File: src/rtl/spi_bus_ctrl.sv
// Bridges decoded SPI address/data phases onto a simple req/ack bus.
// Supports single and burst reads/writes with a bounded wait for bus_ack.
module spi_bus_ctrl #(
  parameter int ADDR_W  = 20,
  parameter int DATA_W  = 16,
  parameter int TIMEOUT = 255
) (
  input  logic              clk,
  input  logic              reset_n,
  input  logic              cs_n,
  input  logic              address_ready,
  input  logic              data_ready,
  input  logic [ADDR_W-1:0] addr,
  input  logic [3:0]        status,
  input  logic [DATA_W-1:0] wdata,
  output logic [DATA_W-1:0] rdata,
  output logic              bus_req,
  output logic              bus_we,
  output logic [ADDR_W-1:0] bus_addr,
  output logic [DATA_W-1:0] bus_wdata,
  input  logic [DATA_W-1:0] bus_rdata,
  input  logic              bus_ack,
  output logic              busy,
  output logic              err
);

  localparam int CNT_W = (TIMEOUT < 2) ? 1 : $clog2(TIMEOUT);
  // Last counted cycle: bus_req stays high for exactly TIMEOUT cycles without ack.
  localparam logic [CNT_W-1:0] CNT_LAST = CNT_W'(TIMEOUT - 1);

  typedef enum logic [2:0] {
    IDLE    = 3'd0,
    RD_REQ  = 3'd1,
    RD_HOLD = 3'd2,
    WR_WAIT = 3'd3,
    WR_REQ  = 3'd4
  } state_t;

  state_t            state_reg, state_next;
  logic              bus_req_reg, bus_req_next;
  logic              bus_we_reg, bus_we_next;
  logic              busy_reg, busy_next;
  logic              err_reg, err_next;
  logic [ADDR_W-1:0] bus_addr_reg, bus_addr_next;
  logic [DATA_W-1:0] bus_wdata_reg, bus_wdata_next;
  logic [DATA_W-1:0] rdata_reg, rdata_next;
  logic [CNT_W-1:0]  wait_cnt_reg, wait_cnt_next;
  logic              write_reg, write_next;
  logic              burst_reg, burst_next;

  logic unused_status;
  assign unused_status = status[3] ^ status[0];

  always_ff @(posedge clk or negedge reset_n) begin
    if (!reset_n) begin
      state_reg     <= IDLE;
      bus_req_reg   <= 1'b0;
      bus_we_reg    <= 1'b0;
      busy_reg      <= 1'b0;
      err_reg       <= 1'b0;
      bus_addr_reg  <= '0;
      bus_wdata_reg <= '0;
      rdata_reg     <= '0;
      wait_cnt_reg  <= '0;
      write_reg     <= 1'b0;
      burst_reg     <= 1'b0;
    end else begin
      state_reg     <= state_next;
      bus_req_reg   <= bus_req_next;
      bus_we_reg    <= bus_we_next;
      busy_reg      <= busy_next;
      err_reg       <= err_next;
      bus_addr_reg  <= bus_addr_next;
      bus_wdata_reg <= bus_wdata_next;
      rdata_reg     <= rdata_next;
      wait_cnt_reg  <= wait_cnt_next;
      write_reg     <= write_next;
      burst_reg     <= burst_next;
    end
  end

  always_comb begin
    state_next     = state_reg;
    bus_req_next   = bus_req_reg;
    bus_we_next    = bus_we_reg;
    err_next       = err_reg;
    bus_addr_next  = bus_addr_reg;
    bus_wdata_next = bus_wdata_reg;
    rdata_next     = rdata_reg;
    wait_cnt_next  = wait_cnt_reg;
    write_next     = write_reg;
    burst_next     = burst_reg;

    case (state_reg)
      IDLE: begin
        if (address_ready && !cs_n) begin
          bus_addr_next = addr;
          write_next    = status[2];
          burst_next    = status[1];
          err_next      = 1'b0;
          wait_cnt_next = '0;
          if (status[2]) begin
            state_next = WR_WAIT;
          end else begin
            state_next   = RD_REQ;
            bus_req_next = 1'b1;
            bus_we_next  = 1'b0;
          end
        end
      end

      RD_HOLD: begin
        if (cs_n) begin
          state_next = IDLE;
        end else if (data_ready) begin
          if (burst_reg) begin
            bus_addr_next = bus_addr_reg + 1'b1;
            state_next    = RD_REQ;
            bus_req_next  = 1'b1;
            bus_we_next   = 1'b0;
            wait_cnt_next = '0;
          end else begin
            state_next = IDLE;
          end
        end
      end

      WR_WAIT: begin
        if (cs_n) begin
          state_next = IDLE;
        end else if (data_ready) begin
          bus_wdata_next = wdata;
          state_next     = WR_REQ;
          bus_req_next   = 1'b1;
          bus_we_next    = write_reg;
          wait_cnt_next  = '0;
        end
      end

      // Both request states share the handshake; an ack beats a same-cycle timeout.
      RD_REQ, WR_REQ: begin
        if (bus_ack) begin
          bus_req_next = 1'b0;
          if (state_reg == RD_REQ) begin
            rdata_next = bus_rdata;
            state_next = cs_n ? IDLE : RD_HOLD;
          end else if (burst_reg && !cs_n) begin
            bus_addr_next = bus_addr_reg + 1'b1;
            state_next    = WR_WAIT;
          end else begin
            state_next = IDLE;
          end
        end else if (wait_cnt_reg == CNT_LAST) begin
          bus_req_next = 1'b0;
          err_next     = 1'b1;
          state_next   = IDLE;
        end else begin
          wait_cnt_next = wait_cnt_reg + 1'b1;
        end
      end

      default: begin
        state_next   = IDLE;
        bus_req_next = 1'b0;
      end
    endcase

    busy_next = (state_next != IDLE);
  end

  assign rdata     = rdata_reg;
  assign bus_req   = bus_req_reg;
  assign bus_we    = bus_we_reg;
  assign bus_addr  = bus_addr_reg;
  assign bus_wdata = bus_wdata_reg;
  assign busy      = busy_reg;
  assign err       = err_reg;

endmodule

File: config.mk
export PLATFORM = sky130hd
export DESIGN_NAME = spi_bus_ctrl
export DESIGN_NICKNAME = d
export VERILOG_FILES = /design/src/rtl/spi_bus_ctrl.sv
export SDC_FILE = /design/constraint.sdc
export NUM_CORES = 1
export LEC_CHECK = 0
export ABC_CLOCK_PERIOD_IN_PS = 2500
export BUFFER_PORTS_ARGS = -buffer_cell sky130_fd_sc_hd__buf_2
export CORE_MARGIN = 3
export CORE_UTILIZATION = 50
export CTS_BUF_LIST = sky130_fd_sc_hd__clkbuf_16
export DETAILED_ROUTE_END_ITERATION = 8
export GPL_TIMING_DRIVEN = 0
export PLACE_DENSITY = 0.77
export SLEW_MARGIN = 10
export SYNTH_ARGS = -nofsm -noshare
export SYNTH_HDL_FRONTEND = slang
export SYNTH_SLANG_ARGS = --single-unit
File: constraint.sdc
create_clock -name clk -period 2.5 [get_ports clk]
set_input_delay 0.625 -clock clk [delete_from_list [all_inputs] [get_ports clk]]
set_output_delay 0.625 -clock clk [all_outputs]
set_load 0.01 [all_outputs]
**Yosys cells after proc, flatten, opt, wreduce, memory -nomap -nowiden**

Index checks and enable logic that the tools add are counted.

- Logic and storage cells: 103
- Bits in read-only memories: 0
- Input bits: 62
- Flip-flop bits (word level): 69
- Bits in latches: 0
- Memories: 0
- RAM bits: 0
- Output and inout port bits: 56

- Muxes and demuxes: 52
- Reductions and logical operators: 18
- Add/subtract/negate cells: 2
- Eq/ne operators: 19
- Shift-type cells: 0
- Magnitude comparators: 0
- Multiply operators: 0
- Bitwise gates (word level): 1
- Div/mod/pow operators: 0

Operators by type and width:

| kind | number |
|---|---|
| $mux 20 | 7 |
| $mux 8 | 8 |
| $pmux 20 s3 | 1 |
| $pmux 8 s4 | 1 |
| $ne 2x2->1 const B | 13 |
| $reduce_and 8->1 | 3 |
| $mux 3 | 7 |
| $add 20x1->20 const B | 1 |
| $mux 1 | 20 |
| $pmux 3 s4 | 1 |
| $reduce_and 9->1 | 1 |
| $reduce_bool 3->1 | 3 |
| $add 8x1->8 const B | 1 |
| $eq 8x8->1 const B | 1 |
| $mux 2 | 4 |
| $eq 3x2->1 const B | 2 |
| $reduce_and 3->1 | 2 |
| $pmux 1 s4 | 1 |
| $reduce_and 4->1 | 1 |
| $reduce_bool 4->1 | 1 |
| $eq 3x1->1 const B | 1 |
| $eq 3x3->1 const B | 1 |
| $logic_not 3->1 | 1 |
| $ne 3x3->1 const B | 1 |
| 8 further kinds | 9 |

**Depth between registers and ports, before layout**

- Depth after elaboration: 7
- Mapped depth: 8
- Depth with buffers taken out: 7

**Worst setup path after synthesis**

Ideal clock, no wire load.

- Kind: in2reg
- From: input cs_n
- To: register wait_cnt_reg[6]
- Path slack: 0.433 ns
- Arrival time: 1.990 ns
- Data required time: 2.422 ns
- Library setup time: 0.078 ns
- Path buffers: 1
- Stages on the path: 6
- Cells stage by stage: or3b_1 a32oi_2 nand4_2 buf_6 or3_1 a21oi_1

- Cells in the longest elaborated chain, start to end: 4
- Elaborated cells between the ends (all ways): 6
- Those cells by class: eq/ne (3); reduce/logical (3)

RTL lines:

| element | RTL line | text |
|---|---|---|
| start: declaration | 10 | `input logic cs_n,` |
| $logic_not 1->1 | 96 | `if (address_ready && !cs_n) begin` |
| $logic_and 1x1->1 | 96 |  |
| $ne 2x2->1 (no line) | -- |  |
| $reduce_and 9->1 (no line) * | -- |  |
| end signal: assignment | 76 | `wait_cnt_reg <= wait_cnt_next;` |
| end: declaration | 47 | `logic [CNT_W-1:0] wait_cnt_reg, wait_cnt_next;` |

Mark *: on every way between the ends. The rest lies on a longest branch, timed or not.
A chain may end at the register's enable or synchronous reset.

**Final worst setup path**

- From: register state_reg[1]
- To: register bus_addr_reg[17] (netlist: bus_addr[17])

- Cells in the longest elaborated chain, start to end: 4
- Elaborated cells between the ends (all ways): 15
- Those cells by class: eq/ne (10); mux (1); reduce/logical (4)

RTL lines:

| element | RTL line | text |
|---|---|---|
| start: declaration | 39 | `state_t state_reg, state_next;` |
| start signal: assignment | 68 | `state_reg <= state_next;` |
| $eq 3x1->1 / $eq 3x3->1 (equally long branches) | 94, 144 |  |
| $reduce_or 2->1 | 94 | `case (state_reg)` |
| $ne 2x2->1 (no line) / $reduce_bool 3->1 (equally long branches) | -- |  |
| $reduce_and 8->1 (no line) | -- |  |
| end signal: assignment | 73 | `bus_addr_reg <= bus_addr_next;` |
| end: declaration | 44 | `logic [ADDR_W-1:0] bus_addr_reg, bus_addr_next;` |

Parallel ways exist; a longest one is shown, timed or not.

==> results.ini <==
[pwr]
powerDensity_nw_per_um2 = 1061
clockPowerShare_pct = 31.1
intPower_w = 0.003135
swShare_pct = 33.67
peakVddDrop_uv = 705.5
pwr-share-comb_pct = 31.1
p_seq_share_pct = 37.8
leakagePower_nw = 2.114
netSwitchingPower_w = 0.001591

[clock_tree]
cts_buffer_depth = 2
insertion_delay_ns = 0.33
cts_tree = yes
post_cts_buffers = 0
cts.sinks = 69
path_clk_slew_ns = 0.06
numCtsBuffers = 9
h-tree-depth = 3
root_buffer = clkbuf_16
holdBufCountCts = 0
ctsResizeCount = 0

[finish]
finish.utilization_pct = 68.60
syn_to_final_growth_pct = 30.54
drive_gt1_share_pct = 41.18
instances_no_fill = 536
antenna_cells = 0
final_nets = 519
largest_reg_flops = 20

[outcome]
status = finished, final reports clean

[synthesis]
synth_seq_cells = 69
synth-main-ff-cell = dfrtp_1
ys_types = 48
synthTopCellsByArea = dfrtp_1 51%, mux2_2 12%, a21oi_1 4.1%
ys_seq_area_share_pct = 50.59
synthArstFlopShare_pct = 100.0
mappedNetlistNets = 392
synth_commonest_cells = 69 x dfrtp_1, 35 x mux2_2, 32 x nand2_1, 28 x a21oi_1, 25 x o21ai_0
syn_area_per_cell_um2 = 10.44
synth_edf_count = 0
syn_inst = 327
post-synth-top-count-cell = dfrtp_1
netlist_area_um2 = 3413
ys_warn_count = 0
synth_top_area_share_pct = 50.59
yosysTopAreaCell = dfrtp_1

[sta]
finalHoldViolations = 0
rsz0062_at_grt = false
maxSlewHeadroom_pct = 47.30
worst_slew_pin_slew_ns = 0.7904
finalMaxSlewViolations = 0
setup_viol = 0
skew_ns = 0.005124
period_minus_slack_ns = 2.233
min_period_over_period_pct = 89.32
fmax_ghz = 0.4478
setup_tns_ns = 0
whs_ns = 0.2224

[floorplanning]
die_w_um = 88.62
rows = 29
fp.dieH_um = 88.62
initial_core_util_pct = 52.55
coreArea_um2 = 6495
io-pin-count = 118
dieArea_um2 = 7854

[global_route]
grt_pass1_wl_um = 13440
antenna_found_initial = 0
grt_max_degree = 40
grt_remaining_overflow = 0
grt_pass1_vias = 2967
grt_usage_pct = 21.90

[worst_hold_path]
hp-class = in2async

[setup_path]
crit_top_cell = o21ai_0
crit_type = reg2reg
cp-end-kind = flip-flop
reg2reg_slack_ns = 0.27
crit_path_max_incr_delay_ns = 0.42
cp.required_ns = 2.67
worstSetupStartpointType = flip-flop
arrival_ns = 2.40
critPathBufInv = 3
cp_top_family = buffers and inverters
cp_cell_sequence = buf_2 > xor2_1 > o21ai_0 > clkbuf_1 > buf_2 > a21oi_1 > o21ai_0 > o21ai_0
critPathSlowestCell = dfrtp_1
cp_max_fo = 10

[route]
vias = 3127
drcViolationCount = 0
avgViaCountPerCell = 5.834
post_drt_wl_per_cell_um = 15.88
drtAntennaViolNets = 0
drt_pre_antenna_iters = 4
initialDrtViolationCount = 161
drt_wl_total_um = 8511

[placed_design]
place.port_buffers = 115
hpwl_um = 6279
gp_congestion = 0.8608
place_inst = 520

[flow_run]
maxCapViolCount = 0

power by group through the flow:
| stage | Clock [W] | Sequential [W] | Combinational [W] |
|---|---|---|---|
| floorplan | 0 | 0.00193 | 0.000707 |
| CTS | 0.00150 | 0.00179 | 0.00148 |
| finish | 0.00147 | 0.00179 | 0.00147 |
| global route | 0.00153 | 0.00184 | 0.00163 |
| detailed placement | 0 | 0.00180 | 0.00148 |
| global placement | 0 | 0.00178 | 0.00143 |
final cells by class:
type	count	area, um2
Inverter	9	33.78
Timing Repair Buffer	116	598.1
Sequential cell	69	1727
Clock inverter	7	122.6
Tap cell	77	96.34
Multi-Input combinational cell	233	1572
Fill cell	485	2039
Buffer	16	81.33
Clock buffer	9	225.2
worst register-to-register path: cells and delay by family, from the launching register on:
kind            cells  cell delay [ns]
xor+xnor            1             0.19
buf+inv             3             0.92
compound gates      4             0.54
flops               1             0.42
final timing paths:
path,startpoint,depth (start not counted),end
min in group clk,bus_wdata[14]$_DFFE_PN0P_,1,bus_wdata[14]$_DFFE_PN0P_
max reg2reg,state_reg[1]$_DFF_PN0_,8,bus_addr[17]$_DFFE_PN0P_
min reg2reg,bus_wdata[14]$_DFFE_PN0P_,1,bus_wdata[14]$_DFFE_PN0P_
max,state_reg[1]$_DFF_PN0_,8,bus_addr[17]$_DFFE_PN0P_
min,reset_n,1,write_reg$_DFFE_PN0P_
max in group asynchronous,reset_n,2,wait_cnt_reg[7]$_DFFE_PN0P_
metrics by stage:
step | setup slack, ns | instance area, um2 | power (W)
after floorplan | 0.4327 | 3413 | 0.002634
after global placement | 0.1635 | 4085 | 0.003204
after detailed placement | 0.1552 | 4108 | 0.003275
after CTS | 0.2538 | 4456 | 0.004761
after global routing | 0.02204 | 4456 | 0.005001
final | 0.2669 | 4456 | 0.004727
cell families (layout without fill, tap and decap cells):
logic type / count (synthesis) / count (layout) / synth area share, %
flops: 69 / 69 / 50.59
mux: 37 / 37 / 12.13
xor+xnor: 2 / 2 / 0.5133
fa+ha+maj: 3 / 3 / 1.100
buf+inv: 25 / 157 / 3.372
compound gates: 96 / 96 / 18.00
simple gates: 95 / 95 / 14.30
routing by layer:
metal  vias up  GRT usage [%]  part of all wire, %
met3        18          5.121                  8.3
met2       146          35.29                   48
met4         0          9.203                  1.6
met1      1486          28.37                   42
li1       1477              -                    -
met5         -              0                    0
cell usage in the layout (no fill, tap or decap), types with 9 or more instances in the layout:
cell and n:
mux2_2 35, o21ai_0 25, inv_1 9, o22ai_1 9, clkbuf_16 9, a21oi_1 28
dfrtp_1 69, nor2_1 12, nand3_1 13, nand2_1 32, buf_2 125
No activity file was read; power rests on OpenSTA's default activity.
